===== config.mk =====
export PLATFORM = sky130hd
export DESIGN_NAME = hub_link_arbiter
export DESIGN_NICKNAME = d
export VERILOG_FILES = /design/src/rtl/hub_link_arbiter.sv
export SDC_FILE = /design/constraint.sdc
export NUM_CORES = 1
export LEC_CHECK = 0
export CAP_MARGIN = 5
export CORE_AREA = 2 2 69 71
export DETAILED_ROUTE_END_ITERATION = 7
export DIE_AREA = 0 0 71 73
export DONT_BUFFER_PORTS = 1
export GPL_ROUTABILITY_DRIVEN = 0
export PLACE_DENSITY = 0.58
export SYNTH_ARGS = -nofsm -noshare
export SYNTH_HDL_FRONTEND = slang
export SYNTH_SLANG_ARGS = --single-unit

===== constraint.sdc =====
create_clock -name clk -period 3.7 [get_ports clk]
set_input_delay 0.37 -clock clk [delete_from_list [all_inputs] [get_ports clk]]
set_output_delay 0.37 -clock clk [all_outputs]
set_load 0.005 [all_outputs]

===== src/rtl/hub_link_arbiter.sv =====
// hub_link_arbiter: round-robin arbiter that shares one serializer input
// among NUM_PORTS FWFT requesters. Each grant moves a burst of up to
// MAX_BURST words. Data, source index and pop strobes are combinational
// from the registered grant, so a granted word reaches the link with no
// added latency. Every grant is preceded by one IDLE bubble cycle.
module hub_link_arbiter #(
  parameter  int NUM_PORTS      = 4,
  parameter  int HUB_FIFO_WIDTH = 32,
  parameter  int MAX_BURST      = 4,
  localparam int ID_WIDTH       = $clog2(NUM_PORTS)
) (
  input  logic                                clk,
  input  logic                                reset,
  input  logic [NUM_PORTS*HUB_FIFO_WIDTH-1:0] req_data,
  input  logic [NUM_PORTS-1:0]                req_valid,
  output logic [NUM_PORTS-1:0]                req_ready,
  output logic [HUB_FIFO_WIDTH-1:0]           out_data,
  output logic [ID_WIDTH-1:0]                 out_src,
  output logic                                out_valid,
  input  logic                                out_ready,
  output logic                                out_last,
  output logic                                busy
);

  localparam int BEAT_W = $clog2(MAX_BURST + 1);

  typedef enum logic {
    IDLE  = 1'b0,
    GRANT = 1'b1
  } state_t;

  state_t              state, state_next;
  logic [ID_WIDTH-1:0] rr_ptr, rr_ptr_next;
  logic [ID_WIDTH-1:0] grant_idx, grant_idx_next;
  logic [BEAT_W-1:0]   beat_cnt, beat_cnt_next;

  logic                pick_found;
  logic [ID_WIDTH-1:0] pick_idx;
  logic                at_last;

  // Port index "base + off", wrapping from NUM_PORTS-1 back to 0.
  function automatic logic [ID_WIDTH-1:0] wrap_add(input logic [ID_WIDTH-1:0] base,
                                                   input int                  off);
    return ID_WIDTH'((int'(base) + off) % NUM_PORTS);
  endfunction

  assign at_last = (beat_cnt == BEAT_W'(MAX_BURST - 1));

  // Rotating-priority scan starting at rr_ptr. Scanning from the farthest
  // offset down lets the nearest valid port overwrite earlier hits.
  always_comb begin
    // NOTE: every signal written in an always_comb gets a default first, so no
    // path can leave it unassigned and infer a latch.
    pick_found = 1'b0;
    pick_idx   = '0;
    for (int k = NUM_PORTS - 1; k >= 0; k--) begin
      if (req_valid[wrap_add(rr_ptr, k)]) begin
        pick_found = 1'b1;
        pick_idx   = wrap_add(rr_ptr, k);
      end
    end
  end

  // State register together with the pointer, grant and beat registers.
  always_ff @(posedge clk) begin
    // NOTE: clocked state uses non-blocking assignments so every register
    // samples the pre-edge values, whatever order the statements are in.
    if (reset) begin
      state     <= IDLE;
      rr_ptr    <= '0;
      grant_idx <= '0;
      beat_cnt  <= '0;
    end else begin
      state     <= state_next;
      rr_ptr    <= rr_ptr_next;
      grant_idx <= grant_idx_next;
      beat_cnt  <= beat_cnt_next;
    end
  end

  // Next-state logic: take a grant from IDLE, and end a burst on its last beat
  // or as soon as the granted port runs dry. A stall (out_ready low) holds.
  always_comb begin
    state_next     = state;
    rr_ptr_next    = rr_ptr;
    grant_idx_next = grant_idx;
    beat_cnt_next  = beat_cnt;
    unique case (state)
      IDLE: begin
        if (pick_found) begin
          grant_idx_next = pick_idx;
          beat_cnt_next  = '0;
          state_next     = GRANT;
        end
      end
      GRANT: begin
        if (!req_valid[grant_idx]) begin
          state_next  = IDLE;
          rr_ptr_next = wrap_add(grant_idx, 1);
        end else if (out_ready) begin
          if (at_last) begin
            state_next  = IDLE;
            rr_ptr_next = wrap_add(grant_idx, 1);
          end else begin
            beat_cnt_next = beat_cnt + 1'b1;
          end
        end
      end
      default: state_next = IDLE;
    endcase
  end

  // Output logic: forward the granted port. Outputs are also held off while
  // reset is high, so a word presented during a mid-burst reset is not popped.
  always_comb begin
    busy      = 1'b0;
    out_valid = 1'b0;
    out_last  = 1'b0;
    out_src   = '0;
    out_data  = '0;
    req_ready = '0;
    if (state == GRANT && !reset) begin
      busy                 = 1'b1;
      out_src              = grant_idx;
      out_data             = req_data[grant_idx*HUB_FIFO_WIDTH +: HUB_FIFO_WIDTH];
      out_valid            = req_valid[grant_idx];
      req_ready[grant_idx] = out_ready && req_valid[grant_idx];
      out_last             = out_valid && at_last;
    end
  end

endmodule


==> flow_metrics.py <==
metrics = {
    "run_status": {
        "outcome": "finished, final reports clean",
    },
    "cells_and_area": {
        "post-route-util": 0.3663,
        "fin_cells": 196,
        "nNetsFinal": 283,
        "mostFrequentLayoutCells": "mux4_2 (33), nor2b_1 (33), inv_1 (10)",
        "syn_to_final_growth_pct": 4.649,
        "multi_input_area_um2": 1326,
        "fill_cells": 461,
        "drive_above_1_share": 0.3214,
        "seqCellArea_um2": 161.4,
    },
    "routing": {
        "drtIter0Drc": 37,
        "routed_wl_um": 5121,
        "via_per_inst": 6.347,
        "drc_errors": 0,
        "vias": 1244,
        "ant_nets": 0,
        "wl_per_cell_um": 26.13,
        "drtPass1Iterations": 4,
    },
    "setup_path": {
        "reg2reg_to": "rr_ptr[0]",
        "crit_fanout": 25,
        "cp.arrival_ns": 2.01,
        "start_kind": "flop",
        "critPathCaptureType": "primary output",
        "timing.rr.start": "grant_idx[1]",
        "r2r_slack_ns": 1.81,
        "path_class": "flop to primary output",
        "reg2regPathDepth": 5,
        "worstPathRequired_ns": 3.33,
    },
    "global_route": {
        "grt_max_degree": 39,
        "antenna_found_initial": 5,
        "grt_pass1_vias": 1284,
        "grt_overflow": 0,
        "grt_pass1_wl_um": 7044,
        "grt_usage": 0.1792,
    },
    "hold_path": {
        "hold_path_class": "input port to flop",
        "whs_path_depth": 1,
        "min_to": "grant_idx[0]",
        "min_from": "reset",
    },
    "pwr": {
        "powerDensity_nw_per_um2": 225.7,
        "p_leak_nw": 0.5218,
        "worst_ir_drop_vdd_mv": 0.1603,
        "power_w": 0.0003751,
    },
    "clock_network": {
        "root_buffer": "clkbuf_8",
        "numCtsBuffers": 3,
        "ctsHtreeMaxLevel": 1,
        "cts.path.max_buffers": 2,
        "path_clk_slew_ns": 0.04,
        "tritoncts": "built",
        "cts_resized": 0,
        "hold_buffers": 0,
        "clock_latency_ns": 0.24,
        "clock-sinks": 8,
        "post_cts_buffers": 0,
    },
    "die": {
        "row_count": 25,
        "dieArea_um2": 5183,
        "die_w_um": 71,
        "core-area_um2": 4536,
        "initial_core_util": 0.3501,
        "io_pins": 176,
        "die_y_um": 73,
    },
    "sta": {
        "worstMarginPinSlew_ns": 0.5197,
        "fin_crit_ns": 2.375,
        "timing.fmax_mhz": 421.0,
        "setup_slack_ns": 1.325,
        "final-setup-viol-count": 0,
        "grt_setup_unrepaired": "no",
        "post-route-period-util": 0.6419,
        "maxSlewViolCount": 0,
        "hold_viol": 0,
        "skew_ns": 0.003740,
        "timing.setup.tns_ns": 0,
        "slew_headroom": 0.6503,
    },
    "synthesis": {
        "yosys-top-cells-area": "mux4_2 (47%), nor2b_1 (13%), dfxtp_1 (10%)",
        "synth_top_cell_area_share": 0.4681,
        "synth_cells": 146,
        "synth_area_per_cell_um2": 10.88,
        "synth.distinct_cells": 28,
        "synth_seq_area_share": 0.1009,
        "ys_warn_count": 0,
        "synth_fp_nets": 287,
        "synth.cell_area_um2": 1588,
        "yosys.area.top_type": "mux4_2",
        "ys_ff_latch": 8,
    },
    "placement": {
        "place_ws_ns": 1.523,
        "dp_hpwl_um": 4442,
        "port_buffers": 0,
        "dp.cells": 191,
    },
    "run": {
        "drv_cap": 0,
    },
}
## synth_stat cells
master and n:
buf_2 3, clkbuf_1 5, buf_6 1, a221oi_1 2, dfxtp_1 8, nor4_1 1
buf_1 1, a21boi_0 1, or2_1 1, ha_1 6, nand3_1 2, nand2b_1 2
mux2_1 2, buf_4 2, mux4_2 33, inv_1 10, nor2_1 7, o221ai_1 2
a221oi_2 1, and3_1 5, nand2_1 3, nor2b_1 33, nand4b_4 1, a21oi_1 7
or2_2 1, mux2_2 2, mux2i_1 2, o21ai_0 2
## cell families after synthesis
| kind of cell | Yosys count | synth area share |
|---|---|---|
| AOI/OAI and AO/OA | 15 | 0.06462 |
| adders and majority gates | 6 | 0.04728 |
| buffers and inverters | 22 | 0.06383 |
| DFF | 8 | 0.1009 |
| muxes | 39 | 0.5091 |
| and+or+nand+nor | 56 | 0.2144 |
## through the flow
stage                     cell area [µm²]  hold slack [ns]
after floorplan                      1588           0.4516
after global placement               1615           0.4352
after detailed placement             1615           0.4360
after CTS                            1657           0.1874
after global routing                 1662           0.1840
final                                1662           0.1896
## state kept, by name (all words and copies together), names as in the netlist
| name | count |
|---|---|
| grant_idx | 2 |
| state | 1 |
| rr_ptr | 2 |
| beat_cnt | 3 |
## layout make-up
| cell class | instances | area share |
|---|---|---|
| Antenna cell | 2 | 0.003012 |
| Clock buffer | 3 | 0.02485 |
| Inverter | 10 | 0.02259 |
| Multi-Input combinational cell | 116 | 0.7982 |
| Sequential cell | 8 | 0.09714 |
| Tap cell | 54 | 0.04066 |
| Timing Repair Buffer | 3 | 0.01355 |
## layer usage
metal / global-route usage / part of all wire
met1: 0.1857 / 0.33
met2: 0.3292 / 0.54
met3: 0.08702 / 0.11
met4: 0.03774 / 0.0086
met5: 0 / 0.0098
## worst max-delay path, cell delays in order, from the launching register on
cell     delay [ns]
dfxtp_2        0.56
buf_4          0.48
mux4_2         0.56
nor2b_1        0.16
## worst max-delay path by stage
stage	to	slack (ns)	from
floorplan	out_data[14]	1.86	grant_idx[0]
global placement	out_data[3]	1.58	grant_idx[0]
CTS	out_data[11]	1.27	grant_idx[0]
detailed placement	out_data[11]	1.52	grant_idx[0]
global route	out_data[9]	1.16	grant_idx[0]
finish	out_data[16]	1.32	grant_idx[0]
## power by group
part	switching, W	internal (W)	total [W]	leakage [nW]
registers	0.0000103	0.0000916	0.000102	0.0657
clock network	0.0000384	0.0000708	0.000109	0.0216
logic	0.0000641	0.0000998	0.000164	0.435
No activity file was read; power rests on OpenSTA's default activity.
